<file path="config.mk">
export PLATFORM = sky130hd
export DESIGN_NAME = dram_req_arbiter_flat
export DESIGN_NICKNAME = d
export VERILOG_FILES = /design/src/rtl/dram_req_arbiter_if.sv /design/src/rtl/dram_req_arbiter.sv /design/src/flat_wrapper.sv
export SDC_FILE = /design/constraint.sdc
export NUM_CORES = 1
export LEC_CHECK = 0
export ABC_AREA = 1
export CAP_MARGIN = 20
export CELL_PAD_IN_SITES_DETAIL_PLACEMENT = 1
export CELL_PAD_IN_SITES_GLOBAL_PLACEMENT = 1
export CORE_ASPECT_RATIO = 1.1
export CORE_MARGIN = 1.5
export CORE_UTILIZATION = 26
export DETAILED_ROUTE_END_ITERATION = 8
export GPL_TIMING_DRIVEN = 0
export PLACE_DENSITY_LB_ADDON = 0.08
export REMOVE_ABC_BUFFERS = 1
export SLEW_MARGIN = 20
export SYNTH_ARGS = -nofsm -noshare
export SYNTH_HDL_FRONTEND = slang
export SYNTH_SLANG_ARGS = --single-unit
</file>
<file path="constraint.sdc">
create_clock -name u_clk -period 2.2 [get_ports u_clk]
set_input_delay 0.55 -clock u_clk [delete_from_list [all_inputs] [get_ports u_clk]]
set_output_delay 0.55 -clock u_clk [all_outputs]
set_load 0.005 [all_outputs]
</file>
<file path="src/rtl/dram_req_arbiter_if.sv">
// ----------------------------------------------------------------------------
// dram_req_arbiter_if
// Bundles the requester-side and controller-side signals of the DRAM request
// arbiter.
//   master : requesters plus the controller model. Drives the requests and the
//            controller status flags, and receives accepts, responses and
//            controller commands.
//   slave  : the arbiter. It has the opposite direction on every signal.
// Signal groups:
//   req_*  : per-requester request lanes (packed, requester i at slice i).
//   rsp_*  : per-requester response pulse plus shared read data and timeout.
//   ctl_*  : command outputs to the controller and status flags back from it.
// ----------------------------------------------------------------------------
interface dram_req_arbiter_if #(
    parameter int NUM_REQ      = 4,
    parameter int U_ADDR_WIDTH = 13,
    parameter int U_DATA_WIDTH = 8
);
    logic [NUM_REQ-1:0]              req_valid;
    logic [NUM_REQ-1:0]              req_cmd;
    logic [NUM_REQ*U_ADDR_WIDTH-1:0] req_addr;
    logic [NUM_REQ*U_DATA_WIDTH-1:0] req_wdata;
    logic [NUM_REQ-1:0]              req_accept;
    logic [NUM_REQ-1:0]              rsp_valid;
    logic [U_DATA_WIDTH-1:0]         rsp_rdata;
    logic                            rsp_timeout;
    logic                            ctl_en;
    logic                            ctl_cmd;
    logic [U_ADDR_WIDTH-1:0]         ctl_addr;
    logic [U_DATA_WIDTH-1:0]         ctl_wdata;
    logic                            ctl_cmd_ack;
    logic                            ctl_busy;
    logic                            ctl_data_valid;
    logic [U_DATA_WIDTH-1:0]         ctl_rdata;

    modport master (
        output req_valid, req_cmd, req_addr, req_wdata,
        output ctl_cmd_ack, ctl_busy, ctl_data_valid, ctl_rdata,
        input  req_accept, rsp_valid, rsp_rdata, rsp_timeout,
        input  ctl_en, ctl_cmd, ctl_addr, ctl_wdata
    );

    modport slave (
        input  req_valid, req_cmd, req_addr, req_wdata,
        input  ctl_cmd_ack, ctl_busy, ctl_data_valid, ctl_rdata,
        output req_accept, rsp_valid, rsp_rdata, rsp_timeout,
        output ctl_en, ctl_cmd, ctl_addr, ctl_wdata
    );
endinterface

</file>
<file path="src/rtl/dram_req_arbiter.sv">
// ----------------------------------------------------------------------------
// dram_req_arbiter
// Round-robin arbiter and single-outstanding transaction sequencer that shares
// one DRAM controller user port among NUM_REQ requesters. A watchdog counter
// aborts any transaction that the controller never completes.
// Ports:
//   u_clk : sole clock (rising edge)
//   u_rst : asynchronous active-high reset
//   bus   : slave side of dram_req_arbiter_if. It carries the req_*/rsp_*
//           requester signals and the ctl_* controller signals. Every output
//           is registered.
// ----------------------------------------------------------------------------
module dram_req_arbiter #(
    parameter int NUM_REQ        = 4,
    parameter int U_ADDR_WIDTH   = 13,
    parameter int U_DATA_WIDTH   = 8,
    parameter int TIMEOUT_CYCLES = 64
) (
    input  logic                  u_clk,
    input  logic                  u_rst,
    dram_req_arbiter_if.slave     bus
);
    localparam int PTR_W = (NUM_REQ > 1) ? $clog2(NUM_REQ) : 1;
    localparam int CNT_W = $clog2(TIMEOUT_CYCLES + 1);

    localparam logic [2:0] S_IDLE      = 3'd0;
    localparam logic [2:0] S_ISSUE     = 3'd1;
    localparam logic [2:0] S_WAIT_ACK  = 3'd2;
    localparam logic [2:0] S_WAIT_BUSY = 3'd3;
    localparam logic [2:0] S_WAIT_DONE = 3'd4;
    localparam logic [2:0] S_WAIT_DATA = 3'd5;
    localparam logic [2:0] S_RESP      = 3'd6;

    localparam logic [NUM_REQ-1:0] ONE_HOT_0 = {{(NUM_REQ-1){1'b0}}, 1'b1};

    logic [2:0]              state_q, state_d;
    logic [PTR_W-1:0]        rr_ptr_q, rr_ptr_d;
    logic [CNT_W-1:0]        cnt_q, cnt_d;
    logic [NUM_REQ-1:0]      req_accept_q, req_accept_d;
    logic [NUM_REQ-1:0]      rsp_valid_q, rsp_valid_d;
    logic [U_DATA_WIDTH-1:0] rsp_rdata_q, rsp_rdata_d;
    logic                    rsp_timeout_q, rsp_timeout_d;
    logic                    ctl_en_q, ctl_en_d;
    logic                    ctl_cmd_q, ctl_cmd_d;
    logic [U_ADDR_WIDTH-1:0] ctl_addr_q, ctl_addr_d;
    logic [U_DATA_WIDTH-1:0] ctl_wdata_q, ctl_wdata_d;

    int                      rr_idx_s;
    logic [PTR_W-1:0]        cand_s;
    logic [PTR_W-1:0]        grant_idx_s;
    logic                    found_s;

    // Round-robin search: scan rr_ptr+1 .. rr_ptr+NUM_REQ and keep the first hit.
    always_comb begin
        rr_idx_s    = 0;
        cand_s      = {PTR_W{1'b0}};
        grant_idx_s = {PTR_W{1'b0}};
        found_s     = 1'b0;
        for (int k = 1; k <= NUM_REQ; k++) begin
            rr_idx_s    = (int'(rr_ptr_q) + k) % NUM_REQ;
            cand_s      = PTR_W'(rr_idx_s);
            grant_idx_s = (bus.req_valid[cand_s] && !found_s) ? cand_s : grant_idx_s;
            found_s     = found_s | bus.req_valid[cand_s];
        end
    end

    // Transaction FSM with watchdog; computes next state and every output register.
    always_comb begin
        state_d       = state_q;
        rr_ptr_d      = rr_ptr_q;
        cnt_d         = cnt_q;
        ctl_cmd_d     = ctl_cmd_q;
        ctl_addr_d    = ctl_addr_q;
        ctl_wdata_d   = ctl_wdata_q;
        req_accept_d  = {NUM_REQ{1'b0}};
        rsp_rdata_d   = {U_DATA_WIDTH{1'b0}};
        rsp_timeout_d = 1'b0;
        case (state_q)
            S_IDLE: begin
                // A busy controller (e.g. self-refresh) blocks new grants.
                if ((|bus.req_valid) && !bus.ctl_busy) begin
                    state_d      = S_ISSUE;
                    rr_ptr_d     = grant_idx_s;
                    cnt_d        = {CNT_W{1'b0}};
                    ctl_cmd_d    = bus.req_cmd[grant_idx_s];
                    ctl_addr_d   = bus.req_addr[grant_idx_s*U_ADDR_WIDTH +: U_ADDR_WIDTH];
                    ctl_wdata_d  = bus.req_wdata[grant_idx_s*U_DATA_WIDTH +: U_DATA_WIDTH];
                    req_accept_d = ONE_HOT_0 << grant_idx_s;
                end else begin
                    state_d = S_IDLE;
                end
            end
            S_ISSUE, S_WAIT_ACK, S_WAIT_BUSY, S_WAIT_DONE, S_WAIT_DATA: begin
                cnt_d = cnt_q + CNT_W'(1);
                // The timeout wins over any completion flag seen in the same cycle.
                if (cnt_d == CNT_W'(TIMEOUT_CYCLES)) begin
                    state_d       = S_RESP;
                    rsp_timeout_d = 1'b1;
                end else begin
                    case (state_q)
                        S_ISSUE: state_d = S_WAIT_ACK;
                        S_WAIT_ACK: begin
                            // A data_valid coinciding with the ack is not consumed here.
                            if (bus.ctl_cmd_ack) begin
                                state_d = ctl_cmd_q ? S_WAIT_BUSY : S_WAIT_DATA;
                            end else begin
                                state_d = S_WAIT_ACK;
                            end
                        end
                        S_WAIT_BUSY: begin
                            if (bus.ctl_busy) begin
                                state_d = S_WAIT_DONE;
                            end else begin
                                state_d = S_WAIT_BUSY;
                            end
                        end
                        S_WAIT_DONE: begin
                            if (!bus.ctl_busy) begin
                                state_d = S_RESP;
                            end else begin
                                state_d = S_WAIT_DONE;
                            end
                        end
                        S_WAIT_DATA: begin
                            if (bus.ctl_data_valid) begin
                                state_d     = S_RESP;
                                rsp_rdata_d = bus.ctl_rdata;
                            end else begin
                                state_d = S_WAIT_DATA;
                            end
                        end
                        default: state_d = S_IDLE;
                    endcase
                end
            end
            S_RESP:  state_d = S_IDLE;
            default: state_d = S_IDLE;
        endcase
        // S_RESP is entered only from an active state, where rr_ptr holds the grant.
        rsp_valid_d = (state_d == S_RESP) ? (ONE_HOT_0 << rr_ptr_q) : {NUM_REQ{1'b0}};
        ctl_en_d    = (state_d != S_IDLE) && (state_d != S_RESP);
    end

    // State and output registers; async reset points rr_ptr at the last requester.
    always_ff @(posedge u_clk or posedge u_rst) begin
        if (u_rst) begin
            state_q       <= S_IDLE;
            rr_ptr_q      <= PTR_W'(NUM_REQ - 1);
            cnt_q         <= {CNT_W{1'b0}};
            req_accept_q  <= {NUM_REQ{1'b0}};
            rsp_valid_q   <= {NUM_REQ{1'b0}};
            rsp_rdata_q   <= {U_DATA_WIDTH{1'b0}};
            rsp_timeout_q <= 1'b0;
            ctl_en_q      <= 1'b0;
            ctl_cmd_q     <= 1'b0;
            ctl_addr_q    <= {U_ADDR_WIDTH{1'b0}};
            ctl_wdata_q   <= {U_DATA_WIDTH{1'b0}};
        end else begin
            state_q       <= state_d;
            rr_ptr_q      <= rr_ptr_d;
            cnt_q         <= cnt_d;
            req_accept_q  <= req_accept_d;
            rsp_valid_q   <= rsp_valid_d;
            rsp_rdata_q   <= rsp_rdata_d;
            rsp_timeout_q <= rsp_timeout_d;
            ctl_en_q      <= ctl_en_d;
            ctl_cmd_q     <= ctl_cmd_d;
            ctl_addr_q    <= ctl_addr_d;
            ctl_wdata_q   <= ctl_wdata_d;
        end
    end

    assign bus.req_accept  = req_accept_q;
    assign bus.rsp_valid   = rsp_valid_q;
    assign bus.rsp_rdata   = rsp_rdata_q;
    assign bus.rsp_timeout = rsp_timeout_q;
    assign bus.ctl_en      = ctl_en_q;
    assign bus.ctl_cmd     = ctl_cmd_q;
    assign bus.ctl_addr    = ctl_addr_q;
    assign bus.ctl_wdata   = ctl_wdata_q;
endmodule

</file>
<file path="src/flat_wrapper.sv">
// flat-port wrapper written by rule: the top's interface ports become plain ports
module dram_req_arbiter_flat 
#(
    parameter int NUM_REQ        = 4,
    parameter int U_ADDR_WIDTH   = 13,
    parameter int U_DATA_WIDTH   = 8,
    parameter int TIMEOUT_CYCLES = 64
)
  (u_clk, u_rst, bus_req_valid, bus_req_cmd, bus_req_addr, bus_req_wdata, bus_ctl_cmd_ack, bus_ctl_busy, bus_ctl_data_valid, bus_ctl_rdata, bus_req_accept, bus_rsp_valid, bus_rsp_rdata, bus_rsp_timeout, bus_ctl_en, bus_ctl_cmd, bus_ctl_addr, bus_ctl_wdata);
  dram_req_arbiter_if #(.NUM_REQ(NUM_REQ), .U_ADDR_WIDTH(U_ADDR_WIDTH), .U_DATA_WIDTH(U_DATA_WIDTH)) bus_i ();
  input  logic u_clk;
  input  logic u_rst;
  input wire logic [$bits(bus_i.req_valid)-1:0] bus_req_valid;
  input wire logic [$bits(bus_i.req_cmd)-1:0] bus_req_cmd;
  input wire logic [$bits(bus_i.req_addr)-1:0] bus_req_addr;
  input wire logic [$bits(bus_i.req_wdata)-1:0] bus_req_wdata;
  input wire logic [$bits(bus_i.ctl_cmd_ack)-1:0] bus_ctl_cmd_ack;
  input wire logic [$bits(bus_i.ctl_busy)-1:0] bus_ctl_busy;
  input wire logic [$bits(bus_i.ctl_data_valid)-1:0] bus_ctl_data_valid;
  input wire logic [$bits(bus_i.ctl_rdata)-1:0] bus_ctl_rdata;
  output wire logic [$bits(bus_i.req_accept)-1:0] bus_req_accept;
  output wire logic [$bits(bus_i.rsp_valid)-1:0] bus_rsp_valid;
  output wire logic [$bits(bus_i.rsp_rdata)-1:0] bus_rsp_rdata;
  output wire logic [$bits(bus_i.rsp_timeout)-1:0] bus_rsp_timeout;
  output wire logic [$bits(bus_i.ctl_en)-1:0] bus_ctl_en;
  output wire logic [$bits(bus_i.ctl_cmd)-1:0] bus_ctl_cmd;
  output wire logic [$bits(bus_i.ctl_addr)-1:0] bus_ctl_addr;
  output wire logic [$bits(bus_i.ctl_wdata)-1:0] bus_ctl_wdata;
  assign bus_i.req_valid = bus_req_valid;
  assign bus_i.req_cmd = bus_req_cmd;
  assign bus_i.req_addr = bus_req_addr;
  assign bus_i.req_wdata = bus_req_wdata;
  assign bus_i.ctl_cmd_ack = bus_ctl_cmd_ack;
  assign bus_i.ctl_busy = bus_ctl_busy;
  assign bus_i.ctl_data_valid = bus_ctl_data_valid;
  assign bus_i.ctl_rdata = bus_ctl_rdata;
  assign bus_req_accept = bus_i.req_accept;
  assign bus_rsp_valid = bus_i.rsp_valid;
  assign bus_rsp_rdata = bus_i.rsp_rdata;
  assign bus_rsp_timeout = bus_i.rsp_timeout;
  assign bus_ctl_en = bus_i.ctl_en;
  assign bus_ctl_cmd = bus_i.ctl_cmd;
  assign bus_ctl_addr = bus_i.ctl_addr;
  assign bus_ctl_wdata = bus_i.ctl_wdata;
  dram_req_arbiter #(.NUM_REQ(NUM_REQ), .U_ADDR_WIDTH(U_ADDR_WIDTH), .U_DATA_WIDTH(U_DATA_WIDTH), .TIMEOUT_CYCLES(TIMEOUT_CYCLES)) u_core (.u_clk(u_clk), .u_rst(u_rst), .bus(bus_i));
endmodule
</file>
==> run_results.csv, run 1 <==
group,metric,value,unit
outcome,status,"finished, violations left",
outcome,violations,"setup timing",
floorplan,dieArea,13300,µm²
global_routing,grt_usage,22.8,%
global_routing,grt_pass1_vias,4092,
synthesis,synth_top_family_by_area,"simple AND/OR/NAND/NOR gates",
clocking,clk_path_buf_depth,2,
global_routing,grt_max_degree,53,
clocking,cts_tree,"done",
synthesis,muxShareOfSynthArea,0,%
worst_setup_path,crit_fanout,6,
synthesis,ys_seq_area_share,39.8,%
synthesis,ys_types,36,
global_routing,grt_overflow_total,0,
timing,worst_slack,-0.184,ns
power,power_density,1820,nW/µm²
detailed_routing,drc_errors,0,
synthesis,synth_simple_gate_area_share,45.1,%
worst_setup_path,r2r_end,"u_core.bus.ctl_addr[7]$_DFFE_PP0P_",
clocking,cts_sinks,52,
timing,setup_viol,27,
worst_setup_path,worst-setup-path-type,"register to register",
floorplan,coreArea,12200,µm²
floorplan,initial_core_util,26.9,%
min_path,min_from,"u_core.bus.ctl_wdata[5]$_DFFE_PP0P_",
worst_setup_path,reg2reg_slack,-0.18,ns
synthesis,synthAdderAreaFrac,1.91,%
synthesis,synthArstFlopShare,100,%
clocking,cts_made_buffers,5,
timing,fin_crit,2.38,ns
worst_setup_path,end_kind,"register",
cells_and_area,layout_common_cells,"nand2_1, clkdlybuf4s50_1, dfrtp_1",
detailed_routing,ant_nets,0,
timing,slew_headroom,52.4,%
synthesis,ys.warnings.count,0,
synthesis,ys_ff_latch,52,
floorplan,rows,42,
cells_and_area,layout-drive-gt1-share,14.0,%
detailed_routing,vias,3899,
floorplan,die_x,110,µm
placement,dpl.hpwl,7.86,mm
power,power.leakage,0.00285,µW
clocking,cts_root_buf,"clkbuf_16",
synthesis,syn_area,3280,µm²
cells_and_area,stdcell_count,817,
cells_and_area,final_nets,772,
synthesis,synth_compound_area_share,3.89,%
synthesis,ys_dominant_reg_cell,"dfrtp_1",
clocking,h-tree-depth,2,
global_routing,antenna_found_initial,0,
synthesis,synth_edf_count,0,
power,peakVddDrop,0.885,mV
synthesis,syn_inst,492,
worst_setup_path,cp-start-kind,"register",
placement,port_buffers,144,
worst_setup_path,reg2reg_depth,14,
cells_and_area,area_delta_synth_final,74.9,%
synthesis,syn_area_per_cell,6.67,µm²
min_path,hold_depth,2,
worst_setup_path,arrival,2.57,ns
power,internal_power,4950,µW
floorplan,io_pins,145,
floorplan,dieHeight,121,µm
timing,setup_tns,-3.83,ns
detailed_routing,routed_wl,14.5,mm
timing,tightest_slew,0.709,ns
timing,fin_skew,0.00675,ns
timing,post-route-period-util,108,%
clocking,clk_pin_slew_worst_paths,0.07,ns
detailed_routing,wl_per_cell,17.8,µm
power,p_sw_share,52.6,%
clocking,clk_latency,0.30,ns
worst_setup_path,critPathRequiredTime,2.39,ns
cells_and_area,layout_commonest_cell,"nand2_1",
synthesis,synthXorXnorAreaFrac,1.07,%
min_path,holdPathEnd,"u_core.bus.ctl_wdata[5]$_DFFE_PP0P_",
detailed_routing,drt_iter0_markers,142,
worst_setup_path,rr_startpoint,"u_core.rr_ptr_q[0]$_DFFE_PP1P_",
job,maxCapViolCount,0,
power,power.share.sequential,14.8,%
power,switchingPower,5490,µW
timing,finalMaxSlewViolations,0,
timing,rsz0062_at_grt,"true",
cells_and_area,num_antenna_cells,0,
placement,dp.cells,768,
power,pwr-share-comb,77.5,%
power,power_frac_clock,7.8,%
detailed_routing,dr.pass1.iters,4,
placement,place.gp.congestion,0.815,
timing,hold_viol,0,
global_routing,grt_pass1_wl,22.4,mm
detailed_routing,routed_via_density,4.77,
timing,fmaxAchievable,0.419,GHz
min_path,hold_class,"register to register",
[sequential cells by signal (all words and copies together), names as in the netlist]
register	cells
u_core.bus.req_accept	4
u_core.bus.ctl_en	1
u_core.bus.rsp_valid	4
u_core.bus.ctl_cmd	1
u_core.bus.rsp_timeout	1
u_core.cnt_q	7
u_core.bus.ctl_wdata	8
u_core.bus.rsp_rdata	8
u_core.bus.ctl_addr	13
u_core.state_q	3
u_core.rr_ptr_q	2
[cell families (layout without fill, tap and decap cells)]
group           count (synthesis)  in the layout
xor+xnor                        4              4
flops                          52             52
fa+ha+maj                       5              5
compound gates                 21             21
simple gates                  349            361
buf+inv                        61            220
[metal layers]
metal	GRT usage, %	vias up	share of wire, %
met3	5.12	15	5.6
met5	0	-	0
li1	-	1903	-
met2	42.4	106	54
met1	25.8	1875	38
met4	5.84	0	2.1
[how the worst max path moves through the flow]
stage,start,to,cells past startpoint
floorplan,u_core.rr_ptr_q[0]$_DFFE_PP1P_,u_core.bus.ctl_addr[0]$_DFFE_PP0P_,14
global placement,bus_req_valid[1],u_core.cnt_q[2]$_DFFE_PP0P_,9
detailed placement,bus_req_valid[1],u_core.cnt_q[2]$_DFFE_PP0P_,9
CTS,u_core.rr_ptr_q[0]$_DFFE_PP1P_,u_core.bus.ctl_addr[4]$_DFFE_PP0P_,13
global route,bus_req_valid[1],u_core.bus.ctl_addr[10]$_DFFE_PP0P_,14
finish,u_core.rr_ptr_q[0]$_DFFE_PP1P_,u_core.bus.ctl_addr[7]$_DFFE_PP0P_,14
[power by group through the flow]
| stage | clock network, µW | registers (µW) | logic (µW) |
|---|---|---|---|
| after CTS | 840 | 1530 | 7780 |
| after detailed placement | 0 | 1550 | 5010 |
| after global placement | 0 | 1540 | 4940 |
| after floorplan | 0 | 1530 | 3390 |
| final | 812 | 1540 | 8090 |
| after global routing | 875 | 1580 | 8880 |
[synth_stat cells, types with 4 or more instances]
cell type	n	share of area [%]
buf_2	9	1.4
buf_6	4	1.4
clkbuf_1	8	0.92
dfrtp_1	50	38
ha_1	5	1.9
inv_1	33	3.8
inv_2	4	0.46
nand2_1	260	30
nand3_1	59	9.0
nor2_1	11	1.3
nor3_1	7	1.1
o21ai_0	10	1.5
xor2_1	4	1.1
[worst max-delay path: stages (launching register included)]
cell and delay, ns:
dfstp_4 0.67, inv_8 0.05, ha_4 0.29, inv_4 0.04, nand3_4 0.05, nand2_4 0.08, nor2_8 0.20, nand3_1 0.19
nand3_4 0.19, nand2_8 0.10, buf_12 0.15, nand2_1 0.07, nand2_1 0.05, nand2_1 0.06, nand2_1 0.06
[final cells by class]
cell class              instances  area, µm²
fillers                      1519       6460
multi-input cells             391       2100
repair buffers                173       1800
flip-flops and latches         52       1310
well taps                     154        193
inverters                      39        179
clock buffers                   6        139
clock inverters                 2       15.0
[through the flow]
| step | hold slack, ns | util (%) | instance area (µm²) | power, µW | worst slack [ns] |
|---|---|---|---|---|---|
| floorplan | 0.472 | - | 3160 | 4920 | -0.622 |
| global placement | 0.462 | 39.3 | 4790 | 6470 | -2.09 |
| detailed placement | 0.467 | 39.3 | 4790 | 6560 | -2.12 |
| CTS | 0.486 | 46.1 | 5630 | 10200 | -0.145 |
| global route | 0.511 | 47.0 | 5730 | 11300 | -0.312 |
| finish | 0.482 | 47.0 | 5730 | 10400 | -0.184 |
[timing repair]
action	CTS	global route
hold endpoints to repair	0	0
endpoints found under the setup margin	40	36
hold buffers	0	0
pin swaps	18	9
gates resized for setup	53	12
cloned	12	0
buffers inserted	24	5
(Power assumes the default switching activity.)
==> run 2: changes to the inputs <==
- CORE_UTILIZATION: 26 -> 29
- CTS_CLUSTER_SIZE: unset -> 30
- SETUP_SLACK_MARGIN: unset -> 0.4
- clock period: 2.2 -> 2.55 ns (I/O delays scaled with it)
==> run_results.csv, run 2 (same netlist as run 1, synthesis figures left out) <==
group,metric,value,unit
outcome,status,"finished, violations left",
outcome,violations,"setup timing",
detailed_routing,wl_per_cell,20.5,µm
clocking,cts_made_buffers,5,
cells_and_area,largest_register_ffs,13,
timing,fin_crit,2.60,ns
placement,preCtsSetupSlack,-1.79,ns
cells_and_area,num_antenna_cells,0,
floorplan,coreArea,11000,µm²
global_routing,antenna_found_initial,0,
detailed_routing,drc_errors,0,
worst_setup_path,end_kind,"register",
worst_setup_path,crit_chain,"clkdlybuf4s50_1 -> nand2_1 -> nand3_1 -> nand2_2 -> inv_2 -> nor2_8 -> buf_12 -> nand2_8 -> nand2_8 -> nand2_8 -> nand2_1 -> nand2_1 -> nand2_4 -> nand2_2 -> nand2_2 -> nand2_1",
cells_and_area,final_nets,804,
detailed_routing,routed_via_density,5.10,
clocking,clk_path_buf_depth,2,
timing,fin_skew,0.0146,ns
detailed_routing,ant_nets,0,
worst_setup_path,worst-path-buf-inv,3,
cells_and_area,fillers,1295,
timing,worst_slack,-0.0488,ns
clocking,clk_pin_slew_worst_paths,0.07,ns
worst_setup_path,critPathRequiredTime,2.74,ns
cells_and_area,layout_commonest_cell,"nand2_1",
cells_and_area,layout_common_cells,"nand2_1, clkdlybuf4s50_1, dfrtp_1",
timing,finalMaxSlewViolations,0,
clocking,cts_sinks,52,
floorplan,initial_core_util,29.9,%
worst_setup_path,slowest_stage,"clkdlybuf4s50_1",
global_routing,grt_max_degree,53,
floorplan,io_pins,145,
min_path,hold_class,"register to register",
cells_and_area,layout-drive-gt1-share,26.5,%
timing,rsz0062_at_grt,"true",
worst_setup_path,worst-setup-path-type,"input pin to register",
timing,fmaxAchievable,0.385,GHz
worst_setup_path,cp-start-kind,"input pin",
floorplan,die_x,104,µm
clocking,h-tree-depth,2,
cells_and_area,area_delta_synth_final,94.5,%
placement,dpl.hpwl,7.90,mm
timing,slew_headroom,46.0,%
worst_setup_path,crit_top_cell,"nand2_1",
detailed_routing,routed_wl,17.3,mm
worst_setup_path,arrival,2.78,ns
global_routing,grt_pass1_vias,4631,
worst_setup_path,path_delay_family,"simple AND/OR/NAND/NOR gates",
job,maxCapViolCount,0,
global_routing,grt_pass1_wl,24.7,mm
placement,place.gp.congestion,0.761,
clocking,cts_root_buf,"clkbuf_16",
worst_setup_path,slowest_delay,0.46,ns
placement,port_buffers,144,
timing,setup_viol,6,
floorplan,dieArea,12000,µm²
detailed_routing,drt_iter0_markers,151,
floorplan,rows,40,
floorplan,dieHeight,115,µm
detailed_routing,vias,4292,
timing,hold_viol,0,
global_routing,grt_overflow_total,0,
timing,tightest_slew,0.803,ns
timing,post-route-period-util,102,%
detailed_routing,dr.pass1.iters,4,
clocking,ctsHoldBuffers,0,
clocking,cts_tree,"done",
worst_setup_path,crit_fanout,6,
clocking,clk_latency,0.30,ns
global_routing,grt_usage,27.2,%
[run 2: changes by cell type in the layout (fill, tap and decap cells not counted), sizes merged]
| cell | previous run | this run |
|---|---|---|
| clkinv | 1 | 2 |
| nand4 | 8 | 7 |
| clkbuf | 6 | 7 |
| clkdlybuf4s50 | 144 | 143 |
| inv | 38 | 41 |
| buf | 29 | 51 |
| nand2 | 269 | 277 |
| clkinvlp | 2 | 0 |
| dlymetal6s2s | 0 | 1 |
[run 2: what timing repair did]
action | in CTS | in global routing
endpoints found under the setup margin | 41 | 38
pin swaps | 29 | 49
setup buffers | 36 | 15
gates cloned | 19 | 3
gates resized for setup | 73 | 96
[run 2: layer usage]
| layer | vias to the layer above | global-route usage [%] | part of all wire [%] |
|---|---|---|---|
| li1 | 1976 | - | - |
| met5 | - | 0 | 0 |
| met2 | 162 | 51.8 | 55 |
| met1 | 2116 | 29.6 | 38 |
| met4 | 0 | 11.7 | 3.1 |
| met3 | 38 | 4.84 | 4.5 |
[run 2: worst min-delay path, stage by stage, from the launching register on]
cell and delay [ns]:
dfrtp_1 0.35, nand2_1 0.05, nand2_1 0.05
[run 2: worst paths after layout]
check	start	end	slack, ns	cells after the start
setup / recovery	bus_req_valid[2]	u_core.bus.ctl_cmd$_DFFE_PP0P_	-0.05	16
hold / removal	u_core.bus.ctl_addr[1]$_DFFE_PP0P_	u_core.bus.ctl_addr[1]$_DFFE_PP0P_	0.48	2
setup reg to reg	u_core.rr_ptr_q[0]$_DFFE_PP1P_	u_core.bus.ctl_cmd$_DFFE_PP0P_	-0.02	17
hold reg to reg	u_core.bus.ctl_addr[1]$_DFFE_PP0P_	u_core.bus.ctl_addr[1]$_DFFE_PP0P_	0.48	2
max in group asynchronous	u_rst	u_core.bus.ctl_wdata[7]$_DFFE_PP0P_	1.27	2
min in group asynchronous	u_rst	u_core.bus.rsp_rdata[4]$_DFF_PP0_	0.80	2
[run 2: cell type report]
type,count,area [µm²],area share (%)
multi-input cells,398,2510,39.4
flip-flops and latches,52,1310,20.5
repair inverters,2,27.5,0.431
well taps,147,184,2.88
clock buffers,6,139,2.18
inverters,39,183,2.86
repair buffers,196,2010,31.5
clock inverters,2,13.8,0.216
[run 2: stage by stage]
stage	TNS, ns	hold WS, ns	cell area (µm²)	instances	utilization (%)
final	-0.181	0.484	6380	842	58.2
after global routing	-1.62	0.507	6380	842	58.2
after CTS	0	0.480	5840	824	53.3
after detailed placement	-47.04	0.468	4780	761	43.6
after global placement	-67.76	0.462	4780	761	43.6
after floorplan	-6.39	0.472	3160	470	-
Power of run 2 is left out: the tool's default activity adds up to more than one toggle a clock period on the data nets, which glitch-free logic cannot reach.
==> run 3: changes to the inputs <==
--- a/config.mk
+++ b/config.mk
@@ -24 +24,2 @@
 export SYNTH_SLANG_ARGS = --single-unit
+export TNS_END_PERCENT = 1
--- a/constraint.sdc
+++ b/constraint.sdc
@@ -3,2 +3,2 @@
 set_output_delay 0.6375 -clock u_clk [all_outputs]
-set_load 0.005 [all_outputs]
+set_load 0.02 [all_outputs]
==> run_results.csv, run 3 (same netlist as run 1, synthesis figures left out) <==
group,metric,value,unit
detailed_routing,drc_errors,0,
placement,dpl.hpwl,7.90,mm
floorplan,initial_core_util,29.9,%
floorplan,dieArea,12000,µm²
clocking,clk_latency,0.30,ns
clocking,cts_root_buf,"clkbuf_16",
placement,place.gp.congestion,0.761,
timing,fmaxAchievable,0.408,GHz
min_path,hold_class,"register to register",
clocking,h-tree-depth,2,
power,peakVddDrop,0.649,mV
clocking,cts_tree,"done",
clocking,clk_pin_slew_worst_paths,0.07,ns
clocking,cts_made_buffers,5,
cells_and_area,fillers,1351,
power,power.leakage,0.00289,µW
cells_and_area,num_antenna_cells,0,
global_routing,antenna_found_initial,0,
worst_setup_path,critPathRequiredTime,2.73,ns
floorplan,coreArea,11000,µm²
outcome,status,"finished, final reports clean",
detailed_routing,wl_per_cell,18.0,µm
worst_setup_path,worst-setup-path-type,"input pin to register",
global_routing,grt_pass1_vias,4404,
detailed_routing,drt_iter0_markers,88,
timing,slew_headroom,50.8,%
global_routing,grt_pass1_wl,23.3,mm
placement,port_buffers,144,
global_routing,grt_overflow_total,0,
power,power_density,1630,nW/µm²
detailed_routing,dr.pass1.iters,4,
cells_and_area,layout_common_cells,"nand2_1, clkdlybuf4s50_1, nand3_1",
timing,hold_slack,0.483,ns
detailed_routing,routed_wl,14.8,mm
worst_setup_path,crit_fanout,25,
detailed_routing,routed_via_density,4.87,
timing,tightest_slew,0.733,ns
timing,hold_viol,0,
detailed_routing,vias,4006,
timing,setup_viol,0,
cells_and_area,final_nets,785,
floorplan,io_pins,145,
cells_and_area,area_delta_synth_final,74.2,%
detailed_routing,ant_nets,0,
timing,fin_skew,0.0129,ns
floorplan,die_x,104,µm
floorplan,rows,40,
worst_setup_path,end_kind,"register",
job,maxCapViolCount,0,
cells_and_area,layout-drive-gt1-share,14.3,%
timing,rsz0062_at_grt,"true",
worst_setup_path,arrival,2.63,ns
cells_and_area,layout_commonest_cell,"nand2_1",
timing,post-route-period-util,96.2,%
clocking,cts_sinks,52,
worst_setup_path,cp-start-kind,"input pin",
cells_and_area,largest_register_ffs,13,
global_routing,grt_max_degree,53,
timing,finalMaxSlewViolations,0,
clocking,clk_path_buf_depth,2,
floorplan,dieHeight,115,µm
global_routing,grt_usage,25.5,%
timing,fin_crit,2.45,ns
power,p_total,9290,µW
## run 3: per-stage QoR
stage / instance area, µm² / worst slack, ns / TNS (ns) / cells / util [%]
floorplan: 3160 / -0.272 / -6.39 / 470 / -
global placement: 4780 / -1.75 / -67.76 / 761 / 43.6
detailed placement: 4780 / -1.79 / -47.04 / 761 / 43.6
CTS: 5620 / 0.175 / 0 / 813 / 51.3
global route: 5710 / -0.0243 / -0.0849 / 823 / 52.1
finish: 5710 / 0.0971 / 0 / 823 / 52.1
## run 3: area by class of cell
type | count | area (µm²) | share of cell area (%)
Tap cell | 147 | 184 | 3.22
Clock inverter | 2 | 13.8 | 0.241
Sequential cell | 52 | 1310 | 22.9
Timing Repair Buffer | 183 | 1810 | 31.6
Multi-Input combinational cell | 394 | 2090 | 36.5
Inverter | 39 | 175 | 3.07
Clock buffer | 6 | 139 | 2.43
## run 3: power by group
group	switching [µW]	internal [µW]
Sequential	177	1130
Combinational	4590	2680
Clock	322	394
Total	5090	4200
## run 3: worst max-delay path, stage by stage
cell and delay [ns]:
clkdlybuf4s50_1 0.45, nand2_1 0.12, nand3_1 0.10, nand2_2 0.16, inv_2 0.08, nor2_8 0.20
nand4_1 0.19, buf_4 0.21, nand2_8 0.11, inv_16 0.07, nand2_1 0.08, nand2_1 0.05
nand2_1 0.08, nand2_1 0.06
## run 3: per-layer routing
layer / track usage [%] / share of wire [%]
met3: 5.41 / 6.2
met5: 0 / 0
met4: 8.80 / 1.7
met1: 27.5 / 37
met2: 49.0 / 55
## run 3: timing repair
item                                    4_1_cts  5_1_grt
pin swaps                                    20        7
hold endpoints to repair                      0        0
cloned                                       15        0
endpoints found under the setup margin       41       39
gates resized for setup                      48        1
buffers inserted                             29       10
hold buffers                                  0        0
## run 3: worst paths after layout
check	startpoint	end	slack (ns)	cells after the start
max	bus_req_valid[0]	u_core.bus.ctl_addr[3]$_DFFE_PP0P_	0.1	14
min	u_core.bus.ctl_addr[1]$_DFFE_PP0P_	u_core.bus.ctl_addr[1]$_DFFE_PP0P_	0.48	2
max reg2reg	u_core.rr_ptr_q[0]$_DFFE_PP1P_	u_core.bus.ctl_addr[3]$_DFFE_PP0P_	0.11	14
min reg2reg	u_core.bus.ctl_addr[1]$_DFFE_PP0P_	u_core.bus.ctl_addr[1]$_DFFE_PP0P_	0.48	2
max in group asynchronous	u_rst	u_core.bus.ctl_wdata[3]$_DFFE_PP0P_	1.29	2
min in group asynchronous	u_rst	u_core.bus.rsp_rdata[4]$_DFF_PP0_	0.79	2
